### src/rtl/rf_wb_queue_pkg.sv
// Register-file geometry shared with the cpu_2432 core, plus the write-back entry layout.
package rf_wb_queue_pkg;

  localparam int RF_ADDR_W = 4;
  localparam int RF_DATA_W = 32;
  localparam int RF_WEN_W  = 4;
  localparam int RF_NREGS  = 1 << RF_ADDR_W;

  localparam logic [RF_WEN_W-1:0] WEN_FULL = 4'hF;

  typedef struct packed {
    logic [RF_ADDR_W-1:0] waddr;
    logic [RF_WEN_W-1:0]  wen;
    logic [RF_DATA_W-1:0] din;
  } wb_entry_t;

endpackage

### src/rtl/wbq_fifo.sv
// Storage and pointers for the write-back queue; exposes contents in age order (index 0 = head).
module wbq_fifo
  import rf_wb_queue_pkg::*;
#(
  parameter int DEPTH = 4
) (
  input  logic                  i_clk,
  input  logic                  i_rst_b,
  input  logic                  i_push,
  input  wb_entry_t             i_push_entry,
  input  logic                  i_pop,
  output logic                  o_full,
  output logic                  o_empty,
  output wb_entry_t [DEPTH-1:0] o_ord_entries,
  output logic [DEPTH-1:0]      o_ord_valid
);

  localparam int PTR_W = $clog2(DEPTH);
  localparam int CNT_W = PTR_W + 1;

  wb_entry_t        mem [DEPTH];
  logic [PTR_W-1:0] wr_ptr;
  logic [PTR_W-1:0] rd_ptr;
  logic [CNT_W-1:0] count;

  // Pointers wrap naturally because DEPTH is a power of two.
  always_ff @(posedge i_clk or negedge i_rst_b) begin
    if (!i_rst_b) begin
      wr_ptr <= '0;
      rd_ptr <= '0;
      count  <= '0;
    end else begin
      if (i_push) wr_ptr <= wr_ptr + PTR_W'(1);
      if (i_pop)  rd_ptr <= rd_ptr + PTR_W'(1);
      case ({i_push, i_pop})
        2'b10:   count <= count + CNT_W'(1);
        2'b01:   count <= count - CNT_W'(1);
        default: count <= count;
      endcase
    end
  end

  // Payload needs no reset: every consumer masks it with the occupancy count.
  always_ff @(posedge i_clk) begin
    if (i_push) mem[wr_ptr] <= i_push_entry;
  end

  always_comb begin
    for (int i = 0; i < DEPTH; i++) begin
      o_ord_entries[i] = mem[rd_ptr + PTR_W'(i)];
      o_ord_valid[i]   = (CNT_W'(i) < count);
    end
  end

  assign o_full  = (count == CNT_W'(DEPTH));
  assign o_empty = (count == '0);

endmodule

### src/rtl/rf_wb_queue.sv
// Register-file write-back queue: load/ALU arbitration, busy mask and optional operand forwarding.
// Forwarding is compiled in only when the macro RF_WB_FWD_EN is defined.
module rf_wb_queue
  import rf_wb_queue_pkg::*;
#(
  parameter int DEPTH = 4
) (
  input  logic                 i_clk,
  input  logic                 i_rst_b,
  input  logic                 i_clk_en,
  input  logic                 i_alu_valid,
  input  logic [RF_ADDR_W-1:0] i_alu_waddr,
  input  logic [RF_DATA_W-1:0] i_alu_din,
  output logic                 o_alu_ready,
  input  logic                 i_ld_valid,
  input  logic [RF_ADDR_W-1:0] i_ld_waddr,
  input  logic [RF_WEN_W-1:0]  i_ld_wen,
  input  logic [RF_DATA_W-1:0] i_ld_din,
  output logic                 o_ld_ready,
  output logic [RF_ADDR_W-1:0] o_rf_waddr,
  output logic [RF_WEN_W-1:0]  o_rf_wen,
  output logic [RF_DATA_W-1:0] o_rf_din,
  output logic                 o_rf_cs_b,
  output logic [RF_NREGS-1:0]  o_busy,
  input  logic [RF_ADDR_W-1:0] i_raddr_0,
  input  logic [RF_ADDR_W-1:0] i_raddr_1,
  output logic                 o_fwd_hit_0,
  output logic                 o_fwd_hit_1,
  output logic [RF_DATA_W-1:0] o_fwd_dout_0,
  output logic [RF_DATA_W-1:0] o_fwd_dout_1
);

  logic                  full;
  logic                  empty;
  logic                  push;
  logic                  pop;
  logic                  ld_fire;
  logic                  alu_fire;
  wb_entry_t             push_entry;
  wb_entry_t             head;
  wb_entry_t [DEPTH-1:0] ord_entries;
  logic [DEPTH-1:0]      ord_valid;

  // Readiness looks only at current occupancy, so a full queue refuses even on a popping edge.
  assign o_ld_ready  = i_clk_en & ~full;
  assign o_alu_ready = i_clk_en & ~full & ~i_ld_valid;
  assign ld_fire     = i_ld_valid & o_ld_ready;
  assign alu_fire    = i_alu_valid & o_alu_ready;

  // A load with no byte enables is handshaken but never occupies a slot.
  assign push = (ld_fire & (i_ld_wen != '0)) | alu_fire;
  assign pop  = i_clk_en & ~empty;

  always_comb begin
    if (ld_fire) begin
      push_entry = '{waddr: i_ld_waddr, wen: i_ld_wen, din: i_ld_din};
    end else begin
      push_entry = '{waddr: i_alu_waddr, wen: WEN_FULL, din: i_alu_din};
    end
  end

  wbq_fifo #(.DEPTH(DEPTH)) u_fifo (
    .i_clk         (i_clk),
    .i_rst_b       (i_rst_b),
    .i_push        (push),
    .i_push_entry  (push_entry),
    .i_pop         (pop),
    .o_full        (full),
    .o_empty       (empty),
    .o_ord_entries (ord_entries),
    .o_ord_valid   (ord_valid)
  );

  assign head       = empty ? '0 : ord_entries[0];
  assign o_rf_waddr = head.waddr;
  assign o_rf_wen   = head.wen;
  assign o_rf_din   = head.din;
  assign o_rf_cs_b  = empty;

  always_comb begin
    o_busy = '0;
    for (int i = 0; i < DEPTH; i++) begin
      if (ord_valid[i]) o_busy[ord_entries[i].waddr] = 1'b1;
    end
  end

`ifdef RF_WB_FWD_EN
  // Youngest match wins; a partial-enable youngest entry cannot supply a full word.
  function automatic logic [RF_DATA_W:0] fwd_lookup(
    input logic [RF_ADDR_W-1:0] raddr,
    input wb_entry_t [DEPTH-1:0] ents,
    input logic [DEPTH-1:0]      vld
  );
    logic      found;
    wb_entry_t youngest;
    found    = 1'b0;
    youngest = '0;
    for (int i = 0; i < DEPTH; i++) begin
      if (vld[i] && (ents[i].waddr == raddr)) begin
        found    = 1'b1;
        youngest = ents[i];
      end
    end
    if (found && (youngest.wen == WEN_FULL)) return {1'b1, youngest.din};
    return '0;
  endfunction

  assign {o_fwd_hit_0, o_fwd_dout_0} = fwd_lookup(i_raddr_0, ord_entries, ord_valid);
  assign {o_fwd_hit_1, o_fwd_dout_1} = fwd_lookup(i_raddr_1, ord_entries, ord_valid);
`else
  logic unused_raddr;
  assign unused_raddr = ^{i_raddr_0, i_raddr_1};
  assign o_fwd_hit_0  = 1'b0;
  assign o_fwd_hit_1  = 1'b0;
  assign o_fwd_dout_0 = '0;
  assign o_fwd_dout_1 = '0;
`endif

endmodule
### config.mk
export PLATFORM = sky130hd
export DESIGN_NAME = rf_wb_queue
export DESIGN_NICKNAME = d
export VERILOG_FILES = /design/src/rtl/rf_wb_queue_pkg.sv /design/src/rtl/wbq_fifo.sv /design/src/rtl/rf_wb_queue.sv
export SDC_FILE = /design/constraint.sdc
export NUM_CORES = 1
export LEC_CHECK = 0
export ABC_AREA = 1
export ABC_CLOCK_PERIOD_IN_PS = 5000
export CAP_MARGIN = 30
export CELL_PAD_IN_SITES_DETAIL_PLACEMENT = 1
export CELL_PAD_IN_SITES_GLOBAL_PLACEMENT = 1
export CORE_MARGIN = 3
export CORE_UTILIZATION = 41
export CTS_CLUSTER_DIAMETER = 200
export DETAILED_ROUTE_END_ITERATION = 10
export PLACE_DENSITY = 0.93
export SLEW_MARGIN = 10
export SYNTH_ARGS = -nofsm -noshare
export SYNTH_HDL_FRONTEND = slang
export SYNTH_SLANG_ARGS = --single-unit
### constraint.sdc
create_clock -name i_clk -period 5 [get_ports i_clk]
set_input_delay 1 -clock i_clk [delete_from_list [all_inputs] [get_ports i_clk]]
set_output_delay 1 -clock i_clk [all_outputs]
set_load 0.05 [all_outputs]
== Word level (Yosys, flattened, before mapping) ==
Memory sizes are Yosys's and may differ from the RTL's.
Index checks and enable logic that the tools add are counted.
Word-level totals
  register bits after elaboration: 7
  bits in latches: 0
  RAM bits: 160
  bits in read-only memories: 0
  bits of input ports: 89
  memories: 1
Memories
  u_fifo.mem: words 4, bits a word 40, rd ports 4, clocked after Yosys merged registers in 0, write ports 1, line wbq_fifo.sv:21  | wb_entry_t mem [DEPTH];
Operators by class
  add/subtract/negate cells: 6
  multiply operators: 0
  divide/modulo/power cells: 0
  magnitude comparators: 12
  equality and inequality tests: 3
  shifts and indexed selects: 0
  multiplexer cells: 17
  bitwise operators: 13
  reduce and logical (&&, ||, !) cells: 7
Operators by type and width (count)
  2-to-1 mux 40 bit: 2
  2-to-1 mux 16 bit: 4
  bitwise OR 16 bit: 3
  < comparator 4 x 5 -> 1 bit, second input constant: 4
  demux 1 bit (select 4 bit): 4
  greater-or-equal comparator 4 x 1 -> 1 bit, second input constant: 4
  bitwise AND 1 bit: 6
  < comparator 1 x 3 -> 1 bit, first input constant: 2
  < comparator 2 x 3 -> 1 bit, first input constant: 2
  2-to-1 mux 1 bit: 6
  one-hot mux 3 bit (2 select lines): 1
  adder 2 x 1 -> 2 bit, second input constant: 2
  adder 2 bit, second input constant: 2
  logical AND 1 bit: 4
  nonzero test 4 bit: 1
  adder 3 x 1 -> 3 bit, second input constant: 1
  == test 3 bit, second input constant: 1
  logical NOT 3 bit: 1
  NOT 1 bit: 3
  subtractor 3 x 1 -> 3 bit, second input constant: 1
  == test 2 x 1 -> 1 bit, second input constant: 1
  == test 2 bit, second input constant: 1
  nonzero test 2 bit: 1
  bitwise OR 1 bit: 1

== Logic depth before layout (Yosys ltp) ==
Gate-level depths: netlist of the first run.
An unclocked memory read counts as a cell.
  depth after elaboration: 12
  mapped depth: 14
  depth with buffers taken out: 14

== Modules after synthesis ==
From an unflattened synthesis of the first run, not the netlist that was laid out.
Unflattened totals
  cell total of the unflattened synthesis: 1484
  area total of the unflattened synthesis: 11267.1 µm²
Modules (own cells, without submodules)
  wbq_fifo: instances 1, cells each 1006, area each 9083.7 µm², seq. area each 4979.8 µm²
  rf_wb_queue: instances 1, cells each 478, area each 2183.3 µm², seq. area each 0.0 µm²

== Least setup slack after synthesis of the first run ==
No wires, ideal clock.
  path type: input to register
  from: input port i_clk_en
  to: memory u_fifo.mem[0][0] in the netlist's numbering (enable)
  arrival time: 4279 ps
  data required time: 4563 ps
  path slack: 284 ps
  stages: 6
  cell sequence: inv_1 > nor3_1 > nand2_1 > nand2_1 > inv_2 > nor2_1
Between the ends
  cells in the longest elaborated chain, start to end: 6
  elaborated cells between the ends (all ways): 8
RTL lines
  start: declaration: line rf_wb_queue.sv:10  | input logic i_clk_en,
  bitwise AND 1 bit (2 in series): line rf_wb_queue.sv:46  | assign o_alu_ready = i_clk_en & ~full & ~i_ld_valid;
  named net o_alu_ready: line rf_wb_queue.sv:14  | output logic o_alu_ready,
  bitwise AND 1 bit: line rf_wb_queue.sv:48  | assign alu_fire = i_alu_valid & o_alu_ready;
  bitwise OR 1 bit: line rf_wb_queue.sv:51  | assign push = (ld_fire & (i_ld_wen != '0)) | alu_fire;
  2-to-1 mux 1 bit: line wbq_fifo.sv:45  | if (i_push) mem[wr_ptr] <= i_push_entry;
  2-to-1 mux 1 bit (not written as such): line wbq_fifo.sv:45
  end: declaration: line wbq_fifo.sv:21
The timed path passes the listed nets, and every way through them passes these cells.

== Final worst setup path of the first run ==
  from: register u_fifo.rd_ptr[1]
  to: output port o_busy[6]
Between the ends
  cells in the longest elaborated chain, start to end: 12
  elaborated cells between the ends (all ways): 31
RTL lines
  start: declaration: line wbq_fifo.sv:23  | logic [PTR_W-1:0] rd_ptr;
  start signal: assignment: line wbq_fifo.sv:34  | if (i_pop) rd_ptr <= rd_ptr + PTR_W'(1);
  adder 2 x 1 -> 2 bit / memory read (4 x 40 bit) (equally long branches)
  memory read (4 x 40 bit) (*)
  < comparator 4 x 5 -> 1 bit (not written as such), or another cell as far along: line rf_wb_queue.sv:83  | if (ord_valid[i]) o_busy[ord_entries[i].waddr] = 1'b1;
  logical AND 1 bit (not written as such) / 2-to-1 mux 1 bit (equally long branches): line rf_wb_queue.sv:83
  2-to-1 mux 1 bit (not written as such) / demux 1 bit (select 4 bit) (equally long branches): line rf_wb_queue.sv:83
  demux 1 bit (select 4 bit) / 2-to-1 mux 16 bit (equally long branches): line rf_wb_queue.sv:83
  bitwise OR 16 bit (no line)
  2-to-1 mux 16 bit: line rf_wb_queue.sv:83
  bitwise OR 16 bit (no line)
  2-to-1 mux 16 bit: line rf_wb_queue.sv:83
  bitwise OR 16 bit (no line)
  2-to-1 mux 16 bit (*): line rf_wb_queue.sv:83
  end: declaration: line rf_wb_queue.sv:24  | output logic [RF_NREGS-1:0] o_busy,
Mark *: on every way between the ends. The rest lies on a longest branch, timed or not.

==> results of run 1 <==
==> power by group through the flow <==
stage / clock network [mW] / registers, mW / logic [mW]
after CTS: 1.39 / 1.98 / 4.68
final: 1.37 / 1.98 / 4.66
after global placement: 0 / 1.97 / 4.48
after detailed placement: 0 / 2.00 / 4.64
after global routing: 1.44 / 2.00 / 4.99
after floorplan: 0 / 1.90 / 3.38
==> state kept, by name, indices dropped and copies added (netlist names) <==
| register | flops |
|---|---|
| u_fifo.rd_ptr | 2 |
| u_fifo.wr_ptr | 2 |
| u_fifo.mem | 160 |
| u_fifo.count | 3 |
==> cells in the mapped netlist, drive strengths merged <==
master,count,area share
clkbuf,4,0.0017
xor2,3,0.0029
o21ai,8,0.0049
or2,1,0.00070
nor3,2,0.0024
buf,115,0.090
clkinv,1,0.00042
nand3,184,0.11
xnor2,2,0.0020
ha,8,0.011
conb,1,0.00042
nor2,111,0.047
edfxtp,160,0.54
nand2,274,0.12
a41oi,36,0.035
dfrtp,7,0.020
inv,42,0.018
==> layout make-up <==
class | instances | area [sq um]
clock inverter | 15 | 188
clock buffer | 17 | 425
timing repair buffer | 150 | 1470
inverter | 43 | 166
multi-input combinational | 695 | 3240
tap | 275 | 344
sequential | 167 | 4980
fill | 2424 | 10400
==> metrics by stage <==
stage,std cells,total power [mW],instance area (sq um),utilization
floorplan,1024,5.28,9180,-
global placement,1330,6.45,10200,0.481
detailed placement,1330,6.64,10200,0.481
CTS,1362,8.05,10800,0.510
global route,1362,8.42,10800,0.510
finish,1362,8.01,10800,0.510
==> metal layers <==
| layer | vias up | track usage | part of all wire |
|---|---|---|---|
| li1 | 3371 | - | - |
| met1 | 3555 | 0.258 | 0.38 |
| met2 | 236 | 0.419 | 0.54 |
| met3 | 65 | 0.0386 | 0.048 |
| met4 | 0 | 0.0896 | 0.029 |
| met5 | - | 0 | 0 |
==> logic make-up after synthesis <==
group / synth area share
AND/OR/NAND/NOR: 0.276
flip-flops: 0.557
buffers and inverters: 0.111
AO/OA/AOI/OAI: 0.0402
adder cells (fa/ha/maj): 0.0112
XOR/XNOR: 0.00490
other: 0.000420
==> worst max-delay path, cell delays in order (launching register included) <==
cell,delay (ps)
dfrtp_2,640
buf_4,710
nand2_1,170
nand2_2,240
nand2_1,80
nand2_1,130
nand2_1,160
nor2_1,150
nor2_1,50
nand2_1,60
clkdlybuf4s50_1,800
==> path summary, 6_finish.rpt <==
| kind | start | to | slack [ps] | depth (start not counted) |
|---|---|---|---|---|
| worst max-delay path | u_fifo.rd_ptr[1] | o_busy[6] | 360 | 10 |
| worst min-delay path | u_fifo.count[0] | u_fifo.count[0] | 510 | 1 |
| worst max register to register | u_fifo.count[0] | u_fifo.mem[3][27] | 2080 | 10 |
| worst min register to register | u_fifo.count[0] | u_fifo.count[0] | 510 | 1 |
| max in group asynchronous | i_rst_b | u_fifo.rd_ptr[0] | 3850 | 1 |
| min in group asynchronous | i_rst_b | u_fifo.count[0] | 850 | 1 |
==> out/results.ini, run 1 <==
[pwr]
comb_power_share = 0.581
pwr-share-seq = 0.247
power.share.switching = 0.519
irDropWorstVdd_mv = 0.346
p_per_area_nw_per_um2 = 740
p_leak_nw = 4.19
p_sw_mw = 4.15
clockPowerShare = 0.171
power.internal_mw = 3.86

[logic_synthesis]
yosysSeqAreaShare = 0.557
ys_ff_latch = 167
yosysUniqueCellTypes = 29
syn_avg_cell_area_sq_um = 9.32
yosysWarnings = 0
netlist_area_sq_um = 8940
synth_cells = 959

[clocking]
cts.sinks = 167
clk_pin_slew_ps = 70
cts_hold_buf = 0
cts_tree = built
clk_root_buffer_cell = clkbuf_16
cts_setup_buffers = 0
cts_made_buffers = 17
clock_path_buffers = 2
cts_resized = 0
h-tree-depth = 4
insertion_delay_ps = 430

[global_route]
antenna_found_initial = 0
grt_max_degree = 99
grt_usage = 0.226
grt_first_pass_wirelength_um = 42000
gr-total-overflow = 0
grt_pass1_vias = 7607

[finish]
layout_common_cells = nand2_1, nand3_1, edfxtp_1
diodes = 0
syn_to_final_growth_pct = 21.0
layout.nets = 1171
layout_commonest_cell = nand2_1
drive_gt1_frac = 0.0856

[timing]
final.setup.worst_slack_ps = 356
setup_tns_ps = 0
setup_viol = 0
holdWs_ps = 512
skew_ps = 12.1
finalCriticalPeriod_ps = 4640
max_slew_margin = 0.451
hold_violations = 0
fmax_mhz = 215
tightest_slew_ps = 822
period_share = 0.929
rsz0062_at_grt = false
drv_slew = 0

[floorplan]
initial_core_util = 0.421
io_pins = 214
die_y_um = 154
rows = 53
core_area_sq_um = 21200
die_w_um = 154
die_area_sq_um = 23600

[route]
detail_route.wl_per_cell_um = 19.8
routed_via_density = 5.31
vias = 7227
drt_first_pass_iters = 5
drtIter0Drc = 414
drc_errors = 0
ant_nets = 0
wl_um = 27000

[flow_run]
drv_cap = 0

[hold_path]
min-delay-path-class = flop to flop

[placement]
dp_hpwl_um = 18100
pre_cts_ws_ps = 874
io_buffers = 139
gp_congestion = 0.874

[outcome]
outcome = finished, final reports clean

[worst_setup_path]
crit_path_end_kind = output port
critPathArrivalTime_ps = 3640
cp-start-kind = flop
cp.required_ps = 4000
crit_type = flop to output port
worst-path-max-fanout = 69

No activity file was read; power rests on OpenSTA's default activity.
==> run 2: changes to the inputs <==
--- a/config.mk
+++ b/config.mk
@@ -15,6 +15,7 @@
 export CTS_CLUSTER_DIAMETER = 200
 export DETAILED_ROUTE_END_ITERATION = 10
 export PLACE_DENSITY = 0.93
+export RECOVER_POWER = 100
 export SLEW_MARGIN = 10
 export SYNTH_ARGS = -nofsm -noshare
 export SYNTH_HDL_FRONTEND = slang
==> out/results.ini, run 2 (same netlist as run 1, synthesis figures left out) <==
[outcome]
outcome = complete, but fails checks
failed_checks = max-capacitance violations, max-slew violations

[finish]
layout_common_cells = nand2_1, nand3_1, edfxtp_1
layout.nets = 1171
biggestRegsByFlops = u_fifo.mem (160), u_fifo.count (3)
layout_commonest_cell = nand2_1
drive_gt1_frac = 0.0708
instances_no_fill = 1362
post-route-util = 0.506
top_register = u_fifo.mem
largest_register_ffs = 160
syn_to_final_growth_pct = 20.1
diodes = 0

[clocking]
cts_made_buffers = 17
cts_setup_buffers = 0
cts_tree = built
cts.sinks = 167
clk_pin_slew_ps = 70
cts_resized = 0
clock_path_buffers = 2
cts_hold_buf = 0
h-tree-depth = 4
clk_root_buffer_cell = clkbuf_16
insertion_delay_ps = 430

[placement]
io_buffers = 139
dp_hpwl_um = 18100
dp.cells = 1330
gp_congestion = 0.874
pre_cts_ws_ps = 874

[global_route]
grt_usage = 0.226
grt_max_degree = 99
antenna_found_initial = 0
grt_pass1_vias = 7607
gr-total-overflow = 0
grt_first_pass_wirelength_um = 42000

[floorplan]
initial_core_util = 0.421
rows = 53
core_area_sq_um = 21200
die_area_sq_um = 23600
die_w_um = 154
die_y_um = 154
io_pins = 214

[timing]
skew_ps = 12.1
max_slew_margin = -0.500
setup_tns_ps = 0
hold_violations = 0
tightest_slew_ps = 2240
drv_slew = 83
finalCriticalPeriod_ps = 4700
final.setup.worst_slack_ps = 296
rsz0062_at_grt = false
setup_viol = 0
fmax_mhz = 213
period_share = 0.941

[hold_path]
hold_end = u_fifo.count[0]
hp-start = u_fifo.count[0]
hold_depth = 1
min-delay-path-class = flop to flop

[pwr]
p_leak_nw = 4.20
power_mw = 7.84
irDropWorstVdd_mv = 0.332
p_per_area_nw_per_um2 = 730

[flow_run]
drv_cap = 3

[worst_setup_path]
timing.rr.start = u_fifo.count[0]
rrSetupSlack_ps = 670
cp-start-kind = flop
crit_path_end_kind = output port
worst-path-max-fanout = 69
r2r_cells = 10
critPathArrivalTime_ps = 3700
cp.required_ps = 4000
crit_type = flop to output port
reg2reg_to = u_fifo.mem[3][32]

[route]
drt_first_pass_iters = 5
routed_via_density = 5.28
drc_errors = 0
detail_route.wl_per_cell_um = 19.8
vias = 7185
drtIter0Drc = 438
ant_nets = 0
wl_um = 27000

==> run 2: cell count changes in the layout (fill, tap and decap cells not counted), moves of 2 or more <==
| cell | before | now |
|---|---|---|
| dlygate4sd3_1 | 0 | 45 |
| clkdlybuf4s50_1 | 126 | 81 |
| clkbuf_2 | 0 | 4 |
| nor2_1 | 106 | 108 |
| clkbuf_1 | 0 | 11 |
| buf_4 | 22 | 7 |
| nor2_4 | 4 | 2 |
==> run 2: area by class of cell <==
type | instances | area (sq um)
timing repair buffer | 150 | 1420
sequential | 167 | 4980
clock inverter | 15 | 188
inverter | 43 | 166
tap | 275 | 344
fill | 2434 | 10500
multi-input combinational | 695 | 3220
clock buffer | 17 | 425
==> run 2: how the worst max path moves through the flow <==
stage	depth (start not counted)	slack (ps)	end	from
6_report	10	300	o_busy[5]	u_fifo.rd_ptr[1]
5_1_grt	10	70	o_busy[13]	u_fifo.rd_ptr[1]
2_1_floorplan	6	280	u_fifo.mem[0][0]	i_clk_en
3_5_place_dp	10	870	o_busy[6]	u_fifo.rd_ptr[1]
3_3_place_gp	10	1000	o_busy[6]	u_fifo.rd_ptr[1]
4_1_cts	10	370	o_busy[6]	u_fifo.rd_ptr[1]
==> run 2: worst max-delay path, cell delays in order, from the launching register on <==
cell and delay [ps]:
dfrtp_2 650, buf_4 700, nand2_1 170, nand2_2 240, nand2_1 100, nand2_1 130
nand3_1 140, nor2_1 130, nor2_1 60, nand2_1 60, dlygate4sd3_1 860
==> run 2: report_power, final <==
| group | internal [mW] | total (mW) | switching [mW] | leakage (nW) |
|---|---|---|---|---|
| sequential | 1.82 | 1.99 | 0.167 | 1.53 |
| combinational | 1.09 | 4.48 | 3.39 | 2.37 |
| clock | 0.798 | 1.37 | 0.577 | 0.299 |
==> run 2: layer usage <==
metal	vias to the layer above	part of all wire	track usage
met5	-	0	0
met4	0	0.029	0.0896
met3	67	0.045	0.0386
met2	223	0.54	0.419
met1	3524	0.39	0.258
li1	3371	-	-
==> run 2: through the flow <==
stage / hold WS (ps) / area [sq um]
floorplan: 473 / 9180
global placement: 493 / 10200
detailed placement: 506 / 10200
CTS: 519 / 10800
global route: 558 / 10700
finish: 512 / 10700
==> run 3: changes to the inputs <==
--- a/config.mk
+++ b/config.mk
@@ -5,16 +5,15 @@
 export SDC_FILE = /design/constraint.sdc
 export NUM_CORES = 1
 export LEC_CHECK = 0
-export ABC_AREA = 1
 export ABC_CLOCK_PERIOD_IN_PS = 5000
 export CAP_MARGIN = 30
 export CELL_PAD_IN_SITES_DETAIL_PLACEMENT = 1
 export CELL_PAD_IN_SITES_GLOBAL_PLACEMENT = 1
 export CORE_MARGIN = 3
-export CORE_UTILIZATION = 41
+export CORE_UTILIZATION = 44
 export CTS_CLUSTER_DIAMETER = 200
 export DETAILED_ROUTE_END_ITERATION = 10
-export PLACE_DENSITY = 0.93
+export PLACE_DENSITY = 0.92
 export RECOVER_POWER = 100
 export SLEW_MARGIN = 10
 export SYNTH_ARGS = -nofsm -noshare
==> out/results.ini, run 3 <==
[timing]
hold_violations = 0
setup_tns_ps = 0
setup_viol = 0
fmax_mhz = 218
skew_ps = 8.80
drv_slew = 79
rsz0062_at_grt = false
period_share = 0.918
max_slew_margin = -0.439
finalCriticalPeriod_ps = 4590
tightest_slew_ps = 2160

[route]
ant_nets = 0
drt_first_pass_iters = 5
drc_errors = 0
detail_route.wl_per_cell_um = 25.1
vias = 6015
routed_via_density = 5.76
wl_um = 26200
drtIter0Drc = 531

[pwr]
power_mw = 7.49
p_leak_nw = 3.86
p_per_area_nw_per_um2 = 684
irDropWorstVdd_mv = 0.293

[logic_synthesis]
syn_avg_cell_area_sq_um = 14.2
post_synth_xor_area_fraction = 0.00582
synth_top_family_by_area = multiplexers
netlist.area_leader.share = 0.532
netlist_area_sq_um = 9020
yosysMostFrequentCell = edfxtp_1
yosysWarnings = 0
synthSimpleGateAreaFrac = 0.0915
yosysSeqAreaShare = 0.552
synth-main-ff-cell = edfxtp_1
synth_fa_ha_area_frac = 0.0111
synth_area_leaders = edfxtp_1, mux4_2, buf_4, mux2_2, nor2b_1
synth_cells = 637
ys_top_cells_by_count = edfxtp_1, buf_4, nor2b_1, mux4_2, mux2_2
synth_edf_count = 160
synth-compound-area-share = 0.0864
yosys.area.top_type = edfxtp_1
synth_mux_area_frac = 0.162
yosysUniqueCellTypes = 59
synth-async-reset-ratio = 0.0419
ys_ff_latch = 167

[floorplan]
rows = 51
die_w_um = 149
die_area_sq_um = 22300
die_y_um = 149
initial_core_util = 0.456
core_area_sq_um = 19800
io_pins = 214

[worst_setup_path]
cp.required_ps = 4000
reg2reg_to = u_fifo.mem[0][39]
crit_slowest_cell = dlygate4sd3_1
r2r_cells = 7
timing.rr.start = u_fifo.count[1]
crit_path_end_kind = output port
rrSetupSlack_ps = 700
crit_path_max_incr_delay_ps = 880
cp-start-kind = flop
crit_type = flop to output port
worst-path-max-fanout = 54
crit_chain = mux4_2 > or2_1 > nor2_1 > a22oi_1 > nand2_1 > dlygate4sd3_1
critPathArrivalTime_ps = 3590

[finish]
biggestRegsByFlops = u_fifo.mem (160), u_fifo.count (3)
drive_gt1_frac = 0.128
post-route-util = 0.553
layout_commonest_cell = edfxtp_1
layout.nets = 863
top_register = u_fifo.mem
largest_register_ffs = 160
diodes = 0
layout_common_cells = edfxtp_1, clkdlybuf4s50_1, conb_1
syn_to_final_growth_pct = 21.3
fillers = 1954

[outcome]
failed_checks = max-capacitance violations, max-slew violations
outcome = complete, but fails checks

[hold_path]
hold_depth = 1
hp-start = u_fifo.count[0]
hold_end = u_fifo.count[0]
min-delay-path-class = flop to flop

[clocking]
cts_resized = 0
clock_path_buffers = 2
clk_root_buffer_cell = clkbuf_16
cts_made_buffers = 17
clk_pin_slew_ps = 70
cts.sinks = 167
cts_setup_buffers = 0
h-tree-depth = 4
cts_tree = built
cts_hold_buf = 0
insertion_delay_ps = 420

[flow_run]
drv_cap = 3

[placement]
gp_congestion = 0.929
io_buffers = 139
dp_hpwl_um = 17400

[global_route]
grt_max_degree = 55
gr-total-overflow = 0
grt_first_pass_wirelength_um = 39500
grt_usage = 0.236
antenna_found_initial = 0
grt_pass1_vias = 6268

==> run 3: cell count changes in the layout (fill, tap and decap cells not counted), sizes merged, moves of 20 or more <==
cell	previous run	this run
a41oi	36	0
inv	49	29
mux2	0	37
mux4	0	46
nand2	274	28
nand3	184	14
nor2	111	26
nor2b	0	51
==> run 3: worst max path at each step <==
| stage | to | depth (start not counted) | from | slack (ps) |
|---|---|---|---|---|
| 4_1_cts | o_busy[2] | 6 | u_fifo.rd_ptr[1] | 430 |
| 2_1_floorplan | o_rf_waddr[1] | 5 | u_fifo.count[0] | 1340 |
| 3_3_place_gp | o_busy[2] | 6 | u_fifo.rd_ptr[1] | 930 |
| 3_5_place_dp | o_busy[2] | 6 | u_fifo.rd_ptr[1] | 890 |
| 6_report | o_busy[2] | 6 | u_fifo.rd_ptr[1] | 410 |
| 5_1_grt | o_busy[2] | 6 | u_fifo.rd_ptr[1] | 220 |
==> run 3: final cells by class <==
cell class	instances	area, sq um	area share
inverters	23	86.3	0.00789
well taps	265	332	0.0303
multi-input cells	406	3470	0.317
clock buffers	17	425	0.0389
clock inverters	15	188	0.0171
flip-flops and latches	167	4990	0.456
repair buffers	151	1460	0.133
==> run 3: critical path, delay by kind of cell (launching register included) <==
family | cells | cell delay, ps
buf+inv | 1 | 880
flops | 1 | 840
compound gates | 1 | 140
simple gates | 3 | 620
mux | 1 | 650
==> run 3: stage by stage <==
step	cell area [sq um]	worst slack [ps]	hold WS [ps]	cells
2_1_floorplan	9270	1340	560	702
3_3_place_gp	10400	927	598	1011
3_5_place_dp	10400	888	617	1011
4_1_cts	11000	427	640	1043
5_1_grt	10900	220	671	1044
6_report	10900	409	630	1044
==> run 3: cells by family (layout without fill, tap and decap cells) <==
group	Yosys count	count (layout)
AO/OA/AOI/OAI	91	91
XOR/XNOR	6	6
adder cells (fa/ha/maj)	8	8
buffers and inverters	129	206
flip-flops	167	167
multiplexers	84	84
other	1	66
AND/OR/NAND/NOR	151	151
==> run 3: routing by layer <==
layer	track usage	share of wire	vias up	wire length, um
met1	0.308	0.40	3119	10500
met3	0.0550	0.069	27	1810
met5	0	0	-	0
met2	0.405	0.52	280	13500
met4	0.0494	0.012	0	326
li1	-	-	2589	-
==> run 3: where the power goes <==
group | leakage, nW | internal, mW | total (mW) | switching [mW]
combinational | 2.04 | 1.34 | 4.00 | 2.66
clock | 0.294 | 0.798 | 1.38 | 0.578
sequential | 1.53 | 1.83 | 2.11 | 0.287
total | 3.86 | 3.96 | 7.49 | 3.53
